<file path="src/rtl/instr_sequencer.sv">
// Instruction front end: buffers 10-bit words in a FIFO, fetches them into INSTR
// and steps the timestep T for the step-decoding controller.
module instr_sequencer #(
    parameter int DEPTH = 4,
    parameter int CNT_W = 8
) (
    input  logic             clk,
    input  logic             reset,
    input  logic             in_valid,
    input  logic [9:0]       in_instr,
    output logic             in_ready,
    input  logic             run,
    input  logic             IRin,
    input  logic             Clr,
    output logic [9:0]       INSTR,
    output logic [1:0]       T,
    output logic             busy,
    output logic             done,
    output logic [CNT_W-1:0] instr_count,
    output logic             seq_err
);

    localparam int PTR_W = $clog2(DEPTH);
    localparam int OCC_W = PTR_W + 1;
    localparam logic [OCC_W-1:0] FULL_OCC = OCC_W'(DEPTH);

    typedef enum logic {
        IDLE = 1'b0,
        EXEC = 1'b1
    } state_t;

    state_t           state;
    logic [9:0]       mem [DEPTH];
    logic [PTR_W-1:0] rd_ptr;
    logic [PTR_W-1:0] wr_ptr;
    logic [OCC_W-1:0] occ;
    logic             push;
    logic             pop;

    // Readiness looks only at registered occupancy, so a same-cycle fetch never frees a slot.
    assign in_ready = (occ < FULL_OCC);
    assign push     = in_valid && in_ready;
    assign pop      = run && (state == IDLE) && IRin && (occ != '0);

    always_ff @(posedge clk) begin
        if (push) begin
            mem[wr_ptr] <= in_instr;
        end
    end

    always_ff @(posedge clk) begin
        if (reset) begin
            rd_ptr      <= '0;
            wr_ptr      <= '0;
            occ         <= '0;
            state       <= IDLE;
            INSTR       <= '0;
            T           <= 2'd0;
            busy        <= 1'b0;
            done        <= 1'b0;
            instr_count <= '0;
            seq_err     <= 1'b0;
        end else begin
            if (push) begin
                wr_ptr <= wr_ptr + PTR_W'(1);
            end
            if (pop) begin
                rd_ptr <= rd_ptr + PTR_W'(1);
            end
            if (push && !pop) begin
                occ <= occ + OCC_W'(1);
            end else if (pop && !push) begin
                occ <= occ - OCC_W'(1);
            end

            done <= 1'b0;
            if (run) begin
                case (state)
                    IDLE: begin
                        if (pop) begin
                            INSTR <= mem[rd_ptr];
                            T     <= 2'd1;
                            busy  <= 1'b1;
                            state <= EXEC;
                        end
                    end
                    EXEC: begin
                        if (Clr) begin
                            T           <= 2'd0;
                            done        <= 1'b1;
                            instr_count <= instr_count + CNT_W'(1);
                            busy        <= 1'b0;
                            state       <= IDLE;
                        end else if (T != 2'd3) begin
                            T <= T + 2'd1;
                        end else begin
                            // Controller ran past the last timestep without ending the instruction.
                            seq_err <= 1'b1;
                            T       <= 2'd0;
                            busy    <= 1'b0;
                            state   <= IDLE;
                        end
                    end
                    default: begin
                        state <= IDLE;
                        T     <= 2'd0;
                        busy  <= 1'b0;
                    end
                endcase
            end
        end
    end

endmodule

</file>
<file path="config.mk">
export PLATFORM = sky130hd
export DESIGN_NAME = instr_sequencer
export DESIGN_NICKNAME = d
export VERILOG_FILES = /design/src/rtl/instr_sequencer.sv
export SDC_FILE = /design/constraint.sdc
export NUM_CORES = 1
export LEC_CHECK = 0
export ABC_CLOCK_PERIOD_IN_PS = 4500
export BUFFER_PORTS_ARGS = -buffer_cell sky130_fd_sc_hd__buf_2
export CORE_MARGIN = 3
export CORE_UTILIZATION = 45
export DETAILED_ROUTE_END_ITERATION = 7
export PLACE_DENSITY = 0.65
export REMOVE_ABC_BUFFERS = 1
export SYNTH_ARGS = -nofsm -noshare
export SYNTH_HDL_FRONTEND = slang
export SYNTH_SLANG_ARGS = --single-unit
</file>
<file path="constraint.sdc">
create_clock -name clk -period 4.5 [get_ports clk]
set_input_delay 0 -clock clk [delete_from_list [all_inputs] [get_ports clk]]
set_output_delay 0 -clock clk [all_outputs]
set_load 0.01 [all_outputs]
</file>
==> results.txt <==
----------------------------------------------------
[Status]
  Result of the run ... finished, final reports clean

[Final layout]
  Antenna fix cells ... 0
  Final core utilization ... 56.8%
  Fraction of final layout cells with drive strength greater than 1 ... 25.4%
  Post-synthesis to final-layout area growth ... 20.2%
  Final Net Count ... 283

[Route]
  Average vias per placed instance ... 5.29
  Iteration-0 DRC count of the detailed router ... 69
  DRC violation count after routing ... 0
  Total iterations of the first detailed-routing run ... 4
  Routed length per instance ... 15.6 um
  Via count of the routed design ... 1794
  DRT Wirelength ... 5300 um
  Number of nets with antenna violations after detailed routing ... 0

[Hold path]
  Worst min-delay path startpoint ... Clr
  Worst min-delay path category ... primary input to register

[Synthesis]
  Top area cells in the synthesized netlist ... edfxtp_1 (42%), dfxtp_1 (22%), mux4_2 (8.0%), a21oi_1 (3.7%), ha_1 (3.1%)
  Cell taking the most area after synthesis ... edfxtp_1
  Cell area after synthesis ... 2830 um^2
  Post-synthesis cell count ... 210
  Synth Area per Inst ... 13.5 um^2
  Sequential fraction of the synthesis area ... 64.4%
  Adder and majority cell fraction of the synthesized area ... 3.80%
  Area fraction in and, or, nand and nor cells after synthesis ... 9.99%
  Warnings, synthesis ... 0
  Async set-reset flop share out of synthesis ... 0%
  Mux share of post-synthesis cell area ... 9.42%
  Post-synth EDFFs ... 40
  Synth top cells by count ... edfxtp_1 (40), dfxtp_1 (31), a21oi_1 (21)
  Unique cell type count in the Yosys netlist ... 34
  Post-Synth XOR/XNOR Area ... 1.55%
  Post-synthesis register bit count ... 71
  Post-synth top area share ... 42.4%
  Most frequent cell after synthesis ... edfxtp_1
  Post-synthesis compound-gate area fraction ... 8.13%
  Synth Flop Type ... edfxtp_1
  Combinational family with the most area after synthesis ... simple AND/OR/NAND/NOR gates

[Critical path]
  Most used cell, CP ... or3_1
  Terminus of the critical flop-to-flop path ... occ[2]
  Type of origin of the critical path ... register
  Flop2flop setup slack ... 2.07 ns
  List of cells traversed by the critical path ... or3_1 > nand2_1 > ha_1 > inv_1 > fa_1 > xor2_1 > or3_1 > a21oi_1
  Largest driver fanout on the critical path ... 13
  Worst setup EP type ... register
  Worst stage delay on the critical path ... 0.56 ns
  Capture point of the critical path ... occ[2]
  Startpoint-to-endpoint class of the critical path ... register to register
  Worst Reg-to-Reg Cells ... 8
  CP Buf/Inv Count ... 1
  CP Depth ... 8
  Cell family contributing the most delay on the critical path ... simple AND/OR/NAND/NOR gates
  Worst Setup SP ... occ[2]
  Cell at the slowest stage of the critical path ... or3_1
  Worst r2r src ... occ[2]
  Arrival time of data at the critical path endpoint ... 2.69 ns
  Critical path data required time ... 4.77 ns

[Pwr]
  Switch share ... 28.6%
  IR drop worst, VDD ... 0.000371 V
  Sequential share of power ... 48.0%
  Reported leakage power ... 1.27 nW
  Power density normalized to cell area ... 504 nW/um^2
  Cell internal pwr ... 1.22 mW
  Clock power frac ... 34.2%
  Switching power of the nets ... 492 uW
  Share of total power in combinational logic ... 17.8%

[Floorplan]
  Die Area ... 7280 um^2
  Die extent in x ... 85.3 um
  Die Y-Extent ... 85.3 um
  Std-Cell Rows ... 28
  Top Ports ... 40
  Core footprint ... 5990 um^2
  Starting Density ... 47.2%

[Timing]
  Timing-limited maximum frequency ... 0.412 GHz
  Summed negative setup slack over all endpoints ... 0 ns
  Slew margin rel. ... 25.5%
  Fin crit share ... 53.9%
  Actual slew at the worst max-slew pin ... 1.11 ns
  Number of setup violations in the final report ... 0
  Fin Clk Skew ... 0.00864 ns
  Slew Viols, Final ... 0
  Number of hold violations in the final report ... 0
  Unrepaired setup endpoints after global routing ... false
  Final critical delay including setup and external delays ... 2.43 ns

[CTS]
  Clock tree from TritonCTS ... done
  CTS Hold Buffers Added ... 11
  H-Tree Depth ... 3
  Maximum root-to-sink buffer count ... 2
  Master cell of the clock root buffer ... clkbuf_8
  Count of instances resized after the clock tree is built ... 0
  CTS sink count ... 71
  Post-CTS setup-driven buffer insertion count ... 0
  CTS clock-pin slew for the worst setup and hold paths ... 0.08 ns
  TritonCTS buffer count ... 9
  Clock latency at the later pin of the worst-skew pair ... 0.34 ns

[Flow run]
  Max Cap Viol ... 0

[Placed design]
  Routability congestion estimate from global placement ... 0.744
  Number of buffers added on ports ... 39
  Detailed placement HPWL ... 3560 um

[Global routing]
  Gr ovfl total ... 0
  First-pass GRT wire length ... 8870 um
  Maximum number of pins on one net before global-route repair ... 34
  Number of antenna violations at the first check in global routing ... 0
  Via count of the first global-routing pass ... 1728
  Total Routing Usage GR ... 16.0%

----------------------------------------------------
[flip-flops by register name (all words and copies together) (netlist names)]
name,count
INSTR,10
T,2
busy,1
done,1
instr_count,8
mem,40
occ,3
rd_ptr,2
seq_err,1
state,1
wr_ptr,2
[routing by layer]
layer	wire length, um	up-vias	GRT usage [%]
li1	-	891	-
met1	2460	853	21.7
met2	2490	39	24.5
met3	229	11	4.27
met4	112	0	6.76
met5	0	-	0
[cell usage in the layout (no fill, tap or decap), drive strengths merged, types with 4 or more instances in the layout]
master / synthesis / layout
edfxtp: 40 / 40
buf: 5 / 39
dfxtp: 31 / 31
a21oi: 21 / 21
o21ai: 17 / 17
nand3: 12 / 12
nor2: 11 / 11
dlygate4sd3: 0 / 11
mux4: 10 / 10
clkbuf: 7 / 9
inv: 5 / 9
ha: 7 / 7
or3: 6 / 6
nand2: 5 / 5
nand4: 5 / 5
and2: 4 / 4
xor2: 4 / 4
[per-stage QoR]
step	instances	power [mW]	worst slack, ns	area [um^2]	hold slack [ns]
floorplan	198	1.03	2.29	2770	0.0691
global placement	312	1.12	2.18	3060	0.214
detailed placement	312	1.14	2.08	3060	0.222
CTS	339	1.74	2.06	3400	0.0423
global route	339	1.81	1.92	3400	0.0831
finish	339	1.72	2.07	3400	0.0553
[cells by family after synthesis]
family / Yosys count
mux: 14
compound gates: 43
simple gates: 52
xor+xnor: 5
flops: 71
buf+inv: 17
fa+ha+maj: 8
[how the worst min path moves through the flow]
stage                endpoint  cells after the start
floorplan            INSTR[0]                      1
global placement    mem[3][0]                      1
detailed placement  mem[3][1]                      1
CTS                      T[0]                      3
global route             T[0]                      3
finish                   done                      3
[tightest hold or removal path, cell delays in order]
cell and delay, ns:
buf_2 0.14, nand3_1 0.16, nor2_1 0.05
[final cells by class]
cell class / instances / area, um^2
clock buffers: 9 / 124
clock inverters: 7 / 109
fillers: 508 / 2590
inverters: 5 / 18.8
multi-input cells: 122 / 931
flip-flops and latches: 71 / 1820
well taps: 75 / 93.8
repair buffers: 50 / 305
[power by group through the flow]
stage | sequential (mW) | clock [mW] | combinational, mW
floorplan | 0.836 | 0 | 0.195
finish | 0.824 | 0.588 | 0.305
detailed placement | 0.841 | 0 | 0.300
CTS | 0.827 | 0.603 | 0.309
global placement | 0.836 | 0 | 0.288
global route | 0.840 | 0.630 | 0.341
(Power assumes the default switching activity.)
